===== src/rtl/ahb_arbiter_np_if.sv =====
// ahb_arbiter_np_if: AHB arbitration signals shared by the masters (requesters) and the arbiter
interface ahb_arbiter_np_if #(
  parameter int NUM_MST = 4,
  parameter int MW      = (NUM_MST > 1) ? $clog2(NUM_MST) : 1
);
  logic [NUM_MST-1:0] HBUSREQ;
  logic [NUM_MST-1:0] HLOCK;
  logic [1:0]         HTRANS;
  logic [2:0]         HBURST;
  logic               HREADY;
  logic [NUM_MST-1:0] HGRANT;
  logic [MW-1:0]      HMASTER;
  logic               HMASTLOCK;
  modport master (
    output HBUSREQ, HLOCK, HTRANS, HBURST, HREADY,
    input  HGRANT, HMASTER, HMASTLOCK
  );
  modport slave (
    input  HBUSREQ, HLOCK, HTRANS, HBURST, HREADY,
    output HGRANT, HMASTER, HMASTLOCK
  );
endinterface


===== src/rtl/ahb_arbiter_np.sv =====
// ahb_arbiter_np: AHB bus arbiter, fixed-priority or round-robin, burst/lock aware; AHB_ARB_MAXHOLD_EN enables the starvation guard
module ahb_arbiter_np #(
  parameter int NUM_MST  = 4,
  parameter int ARB_MODE = 0,
  parameter int DEF_MST  = 0,
  parameter int MAX_HOLD = 16,
  localparam int MW      = (NUM_MST > 1) ? $clog2(NUM_MST) : 1
) (
  input logic             HCLK,
  input logic             HRESETn,
  ahb_arbiter_np_if.slave bus
);
  localparam logic [NUM_MST-1:0] DEF_OH = {{(NUM_MST-1){1'b0}}, 1'b1} << DEF_MST;
  logic [NUM_MST-1:0] grant, req, win_oh;
  logic [MW-1:0]      owner, winner, master_q, rr_ptr;
  logic               lock_q, arb_ok;
  logic [4:0]         beats_left, next_beats, len;
  // owner is the master currently holding the one-hot grant
  always_comb begin
    owner = '0;
    for (int i = 0; i < NUM_MST; i++)
      if (grant[i]) owner = MW'(i);
  end
  assign len = (bus.HBURST inside {3'd2, 3'd3}) ? 5'd3 :
               (bus.HBURST inside {3'd4, 3'd5}) ? 5'd7 :
               (bus.HBURST inside {3'd6, 3'd7}) ? 5'd15 : 5'd0;
  assign next_beats = !bus.HREADY ? beats_left :
                      (bus.HTRANS == 2'b10) ? len :
                      (bus.HTRANS == 2'b11 && beats_left != 5'd0) ? beats_left - 5'd1 :
                      (bus.HTRANS == 2'b00) ? 5'd0 : beats_left;
  assign arb_ok = bus.HREADY && next_beats == 5'd0 && !lock_q && !bus.HLOCK[owner];
`ifdef AHB_ARB_MAXHOLD_EN
  logic [4:0] hold_cnt, hold_inc;
  logic       mask;
  assign hold_inc = (bus.HREADY && bus.HTRANS[1] && hold_cnt != 5'd31) ? hold_cnt + 5'd1 : hold_cnt;
  assign mask     = int'(hold_inc) >= MAX_HOLD && |(bus.HBUSREQ & ~grant);
  assign req      = bus.HBUSREQ & ~(mask ? grant : '0);
  // transfers since the owner was granted; restarts whenever ownership changes or the owner is masked
  always_ff @(posedge HCLK or negedge HRESETn)
    if (!HRESETn) hold_cnt <= '0;
    else if (arb_ok && (mask || winner != owner)) hold_cnt <= '0;
    else hold_cnt <= hold_inc;
`else
  logic unused_hold;
  assign unused_hold = ^MAX_HOLD;
  assign req = bus.HBUSREQ;
`endif
  // winner: lowest index, or first index above rr_ptr with wrap; default master when idle
  always_comb begin
    int best, d;
    best   = NUM_MST;
    winner = MW'(DEF_MST);
    for (int i = NUM_MST - 1; i >= 0; i--) begin
      d = (ARB_MODE == 0) ? i : (i - int'(rr_ptr) - 1 + 2 * NUM_MST) % NUM_MST;
      if (req[i] && d <= best) begin
        best   = d;
        winner = MW'(i);
      end
    end
    win_oh = '0;
    win_oh[winner] = 1'b1;
  end
  // grant moves only at arbitration points; address-phase owner and lock follow on accepted cycles
  always_ff @(posedge HCLK or negedge HRESETn)
    if (!HRESETn) begin
      grant      <= DEF_OH;
      master_q   <= MW'(DEF_MST);
      lock_q     <= 1'b0;
      beats_left <= '0;
      rr_ptr     <= MW'(DEF_MST);
    end else begin
      beats_left <= next_beats;
      if (bus.HREADY) begin
        master_q <= owner;
        lock_q   <= bus.HLOCK[owner];
      end
      if (arb_ok) begin
        grant <= win_oh;
        if (|req) rr_ptr <= winner;
      end
    end
  assign bus.HGRANT    = grant;
  assign bus.HMASTER   = master_q;
  assign bus.HMASTLOCK = lock_q;
endmodule


===== src/flat_wrapper.sv =====
// flat-port wrapper written by rule: the top's interface ports become plain ports
module ahb_arbiter_np_flat 
#(
  parameter int NUM_MST  = 4,
  parameter int ARB_MODE = 0,
  parameter int DEF_MST  = 0,
  parameter int MAX_HOLD = 16,
  localparam int MW      = (NUM_MST > 1) ? $clog2(NUM_MST) : 1
)
  (HCLK, HRESETn, bus_HBUSREQ, bus_HLOCK, bus_HTRANS, bus_HBURST, bus_HREADY, bus_HGRANT, bus_HMASTER, bus_HMASTLOCK);
  ahb_arbiter_np_if #(.NUM_MST(NUM_MST)) bus_i ();
  input logic HCLK;
  input logic HRESETn;
  input wire logic [$bits(bus_i.HBUSREQ)-1:0] bus_HBUSREQ;
  input wire logic [$bits(bus_i.HLOCK)-1:0] bus_HLOCK;
  input wire logic [$bits(bus_i.HTRANS)-1:0] bus_HTRANS;
  input wire logic [$bits(bus_i.HBURST)-1:0] bus_HBURST;
  input wire logic [$bits(bus_i.HREADY)-1:0] bus_HREADY;
  output wire logic [$bits(bus_i.HGRANT)-1:0] bus_HGRANT;
  output wire logic [$bits(bus_i.HMASTER)-1:0] bus_HMASTER;
  output wire logic [$bits(bus_i.HMASTLOCK)-1:0] bus_HMASTLOCK;
  assign bus_i.HBUSREQ = bus_HBUSREQ;
  assign bus_i.HLOCK = bus_HLOCK;
  assign bus_i.HTRANS = bus_HTRANS;
  assign bus_i.HBURST = bus_HBURST;
  assign bus_i.HREADY = bus_HREADY;
  assign bus_HGRANT = bus_i.HGRANT;
  assign bus_HMASTER = bus_i.HMASTER;
  assign bus_HMASTLOCK = bus_i.HMASTLOCK;
  ahb_arbiter_np #(.NUM_MST(NUM_MST), .ARB_MODE(ARB_MODE), .DEF_MST(DEF_MST), .MAX_HOLD(MAX_HOLD)) u_core (.HCLK(HCLK), .HRESETn(HRESETn), .bus(bus_i));
endmodule

===== config.mk =====
export PLATFORM = sky130hd
export DESIGN_NAME = ahb_arbiter_np_flat
export DESIGN_NICKNAME = d
export VERILOG_FILES = /design/src/rtl/ahb_arbiter_np_if.sv /design/src/rtl/ahb_arbiter_np.sv /design/src/flat_wrapper.sv
export SDC_FILE = /design/constraint.sdc
export NUM_CORES = 1
export LEC_CHECK = 0
export CAP_MARGIN = 20
export CORE_AREA = 2 2 44 46
export DETAILED_ROUTE_END_ITERATION = 8
export DIE_AREA = 0 0 46 48
export PLACE_DENSITY = 0.75
export SYNTH_ARGS = -nofsm -noshare
export SYNTH_HDL_FRONTEND = slang
export SYNTH_SLANG_ARGS = --single-unit

===== constraint.sdc =====
create_clock -name HCLK -period 3.1 [get_ports HCLK]
set_input_delay 0.465 -clock HCLK [delete_from_list [all_inputs] [get_ports HCLK]]
set_output_delay 0.465 -clock HCLK [all_outputs]
set_load 0.02 [all_outputs]

Yosys cells after proc, flatten, opt, wreduce, memory -nomap -nowiden
Index checks and enable logic that the tools add are counted.
- multiplexer cells: 21
- order comparisons: 6
- equal/unequal tests: 8
- reduce and logical (&&, ||, !) cells: 16
- add/subtract/negate cells: 1
- operators with widths (cell ; number):
    2-to-1 mux 5 bit ; 6
    == test 3 bit (second input constant) ; 4
    2-to-1 mux 2 bit ; 6
    2-to-1 mux 3 bit ; 3
    logical AND 1 bit ; 8
    == test 3 x 2 -> 1 bit (second input constant) ; 2
    <= comparator 1 x 3 -> 1 bit (first input constant) ; 2
    < comparator 2 x 3 -> 1 bit (second input constant) ; 2
    nonzero test 2 bit ; 3
    zero test 5 bit ; 1
    nonzero test 5 bit ; 1
    subtractor 5 x 1 -> 5 bit (second input constant) ; 1
    == test 2 bit (second input constant) ; 2
    2-to-1 mux 4 bit ; 1
    <= comparator 2 x 3 -> 1 bit (first input constant) ; 1
    2-to-1 mux 1 bit ; 3
    binary-select mux 1 bit (select 2 bit) ; 1
    demux 1 bit (select 2 bit) ; 1
    >= comparator 2 x 1 -> 1 bit (second input constant) ; 1
    zero test 1 bit ; 2
    zero test 2 bit ; 1
- register bits: 12
- logic and storage cells: 56
- output and inout port bits: 7
- bits of input ports: 16

Depth between registers and ports, before layout
- depth after elaboration: 14
- depth in mapped cells: 9
- gate-level depth less buffers: 8

Least setup slack after synthesis
OpenSTA, ideal clock, no wires.
- kind: reg-to-reg
- start point: register u_core.beats_left[0]
- end point: register u_core.grant[1] (netlist: u_core.bus.HGRANT[1])
- stages on the path, launching flop included: 10
- required time: 2.975 ns
- clock period less this slack: 2.247 ns
- path buffers: 1
- path slack: 0.853 ns
- data arrival time: 2.122 ns
- library setup time: 0.125 ns
- path through: dfrtp_1 inv_1 ha_1 nand2b_4 o31ai_4 mux2i_1 a221o_1 or3b_1 buf_6 mux2_4
- cells in the longest elaborated chain, start to end: 9
- elaborated cells between the ends (all ways): 11
- those cells by class: add/sub (1); mux (4); reduce/logical (6)
- ends and longest elaborated chain (what ; line ; source):
    start, declared ; ahb_arbiter_np.sv:17 ; logic [4:0] beats_left, next_beats, len;
    start signal, assigned ; ahb_arbiter_np.sv:72 ; beats_left <= next_beats;
    branches (longest 4 deep; another with subtractor 5 x 1 -> 5 bit) ; - ;
    2-to-1 mux 5 bit * ; ahb_arbiter_np.sv:27 ; assign next_beats = !bus.HREADY ? beats_left :
    via u_core.next_beats[0] ; ahb_arbiter_np.sv:17 ;
    zero test 5 bit * ; ahb_arbiter_np.sv:31 ; assign arb_ok = bus.HREADY && next_beats == 5'd0 && !lock_q && !bus.HLOCK[owner];
    logical AND 1 bit * (3 in a row) ; ahb_arbiter_np.sv:31 ;
    end signal, assigned ; ahb_arbiter_np.sv:78 ; grant <= win_oh;
    end, declared ; ahb_arbiter_np.sv:14 ; logic [NUM_MST-1:0] grant, req, win_oh;
Mark *: on every way through the listed nets, which the timed path passes.
A chain may end at the register's enable or synchronous reset.

Worst setup path after layout
- start point: input bus_HREADY
- end point: register u_core.grant[3] (netlist: u_core.bus.HGRANT[3])
- cells in the longest elaborated chain, start to end: 5
- ends and longest elaborated chain (what ; line ; source):
    start, declared ; flat_wrapper.sv:18 ; input wire logic [$bits(bus_i.HREADY)-1:0] bus_HREADY;
    2-to-1 mux 5 bit ; ahb_arbiter_np.sv:27 ;
    via u_core.next_beats[2] ; ahb_arbiter_np.sv:17 ;
    zero test 5 bit ; ahb_arbiter_np.sv:31 ;
    logical AND 1 bit (3 in a row) ; ahb_arbiter_np.sv:31 ;
The timed path passes the listed nets, and every way through them passes these cells.

==> run_results.csv <==
group,metric,value,unit
outcome,status,"complete, no violations",
logic_synthesis,ys_seq_elements,12,
sta,worst_pin_slew,0.5110,ns
logic_synthesis,ys_top_cells_by_area,"dfrtp_1 (37%), mux2i_1 (5.4%), buf_6 (4.5%)",
sta,hold_violations,0,
routing,wl_per_cell,13.70,um
global_route,antenna_found_initial,0,
setup_path,r2r_setup_slack,0.67,ns
sta,fmax,380.3,MHz
logic_synthesis,seq_area_frac_synth,0.4030,
clock_tree,clk_latency,0.27,ns
sta,period_needed,2.630,ns
layout,synthToLayoutAreaGrowth,31.27,%
pwr,switching_share,0.3562,
logic_synthesis,synth_top_area_cell,"dfrtp_1",
logic_synthesis,syn-cell-area,748.2,um^2
job,drv_cap,0,
clock_tree,htree_levels,1,
logic_synthesis,netlist_instances,74,
setup_path,rr_worst_depth,8,
global_route,grtUsageTotal,0.1711,
sta,setup_viol,0,
pwr,seqPwrFrac,0.373,
hold_path,hold_path_depth,2,
floorplan,die_y,48,um
global_route,grt_pass1_wl,2525,um
placement,hpwlAfterDp,1223,um
pwr,power_density,719.4,nW/um^2
floorplan,fp-row-count,15,
sta,timing.final.crit_share,0.8482,
sta,maxSlewViolCount,0,
setup_path,endpoint_kind,"flip-flop",
logic_synthesis,synth_nets,91,
setup_path,critical_path_class,"input port to flip-flop",
hold_path,hp-start,"u_core.bus.HGRANT[0]",
logic_synthesis,avgSynthCellArea,10.11,um^2
setup_path,rr_startpoint,"u_core.beats_left[0]",
clock_tree,cts_buffers,3,
routing,drtIter0Drc,11,
setup_path,crit_path_max_fanout,11,
floorplan,initial_utilization,0.4430,
routing,wirelength,1548,um
clock_tree,clk_pin_slew_worst_paths,0.08,ns
clock_tree,clock_sinks,12,
placement,port_buffers,21,
layout,final_common_cell,"clkdlybuf4s50_1",
sta,setup_tns,0,ns
pwr,vdd_ir_drop_max,0.3829,mV
layout,diodes,0,
logic_synthesis,synth_cell_type_count,34,
floorplan,ios,23,
global_route,grt_pass1_vias,618,
global_route,grt-ovfl-total,0,
setup_path,crit_required,3.25,ns
layout,drive_gt1_frac,0.1354,
hold_path,whs_endpoint,"u_core.bus.HGRANT[0]",
logic_synthesis,ys_warn_count,0,
global_route,grt_max_degree,13,
layout,final_cell_mix,"clkdlybuf4s50_1 (21), dfrtp_1 (11), inv_1 (7), nor2_1 (7), nand2_1 (5)",
floorplan,fp.dieArea,2208,um^2
clock_tree,cts_root_buffer,"clkbuf_4",
layout,finalNetCount,114,
logic_synthesis,synth_top_area_frac,0.3679,
pwr,power.net_switching,0.0002517,W
clock_tree,hold_buffers,0,
routing,drtPass1Iterations,4,
setup_path,crit_arrival,2.78,ns
clock_tree,clock_path_buffers,2,
pwr,p_leak,0.4329,nW
sta,relSlewSlack,0.6583,
sta,skew,0.005661,ns
floorplan,die_x,46,um
setup_path,timing.rr.end,"u_core.bus.HGRANT[3]",
clock_tree,cts_setup_buffers,0,
clock_tree,cts_tree,"yes",
clock_tree,cts_resized,0,
sta,grt_setup_unrepaired,"no",
routing,vias,638,
pwr,pwr-share-comb,0.455,
pwr,pwr-share-clk,0.172,
routing,antenna_left,0,
setup_path,start_kind,"input port",
hold_path,holdCritPathClass,"flip-flop to flip-flop",
routing,drcViolationCount,0,
pwr,internal_power,0.0004549,W
placement,place.gp.congestion,0.7974,
routing,viasPerCell,5.646,
floorplan,core_region_area,1689,um^2
sta,hold_slack,0.4749,ns
[flip-flops by register name, indices dropped and copies added (netlist names)]
signal,count
u_core.bus.HMASTER,2
u_core.bus.HMASTLOCK,1
u_core.bus.HGRANT,4
u_core.beats_left,5
[logic make-up after synthesis]
group / after synthesis / synth area share
adder cells (fa/ha/maj): 1 / 0.01672
buffers and inverters: 11 / 0.08528
AND/OR/NAND/NOR: 28 / 0.2308
flip-flops: 12 / 0.4030
AO/OA/AOI/OAI: 16 / 0.1706
multiplexers: 6 / 0.09365
[layout make-up]
| type | instances | area (um^2) |
|---|---|---|
| sequential | 12 | 301.5 |
| fill | 154 | 706.9 |
| tap | 17 | 21.27 |
| timing repair buffer | 21 | 210.2 |
| multi-input combinational | 51 | 382.9 |
| inverter | 8 | 30.03 |
| clock buffer | 4 | 36.28 |
[cell usage after synthesis (all sizes together)]
cell type / instances
nor2b: 1
a221o: 2
o21ai: 3
nor4: 1
inv: 8
o31ai: 1
mux2: 2
mux2i: 4
o32a: 1
nand3b: 1
nor2: 7
dfrtp: 11
nor3: 3
nor3b: 1
nand2b: 1
o2111ai: 1
o211ai: 1
or3b: 1
nor4b: 2
nand3: 2
buf: 3
nand4: 1
o311ai: 2
a21oi: 4
a21boi: 1
dfstp: 1
nand2: 5
ha: 1
or4: 1
and2b: 1
[metal layers]
| metal | wire, um | global-route usage | up-vias |
|---|---|---|---|
| li1 | - | - | 316 |
| met1 | 671 | 0.1706 | 298 |
| met2 | 765 | 0.3083 | 22 |
| met3 | 92 | 0.05660 | 2 |
| met4 | 19 | 0.1029 | 0 |
| met5 | 0 | 0 | - |
[metrics by stage]
stage | setup WS, ns | area, um^2 | total power, W | utilization | instances
finish | 0.4705 | 982.2 | 0.0007066 | 0.5815 | 113
global route | 0.3187 | 982.2 | 0.0007546 | 0.5815 | 113
CTS | 0.4594 | 982.2 | 0.0007140 | 0.5815 | 113
detailed placement | 0.1683 | 945.9 | 0.0005897 | 0.5600 | 109
global placement | 0.2197 | 945.9 | 0.0005835 | 0.5600 | 109
floorplan | 0.8534 | 748.2 | 0.0004621 | - | 74
[critical path, cell delays in order]
cell and delay, ns:
clkdlybuf4s50_1 0.72, inv_2 0.14, o21ai_1 0.17, o311ai_1 0.15
nor4_1 0.30, or3b_1 0.50, mux2_4 0.34
[power groups by stage]
stage	sequential (W)	clock, W	combinational [W]
after global routing	0.000273	0.000132	0.000350
after CTS	0.000265	0.000123	0.000326
final	0.000264	0.000121	0.000322
after detailed placement	0.000263	0	0.000326
after global placement	0.000265	0	0.000318
after floorplan	0.000305	0	0.000157
[worst max-delay path by stage]
stage,start,to,slack (ns),depth (start not counted)
detailed placement,bus_HREADY,u_core.bus.HGRANT[3],0.17,7
global route,bus_HREADY,u_core.bus.HGRANT[1],0.32,7
floorplan,u_core.beats_left[0],u_core.bus.HGRANT[1],0.85,9
global placement,bus_HREADY,u_core.bus.HGRANT[1],0.22,7
finish,bus_HREADY,u_core.bus.HGRANT[3],0.47,7
CTS,bus_HREADY,u_core.bus.HGRANT[3],0.46,7
No activity file was read; power rests on OpenSTA's default activity.
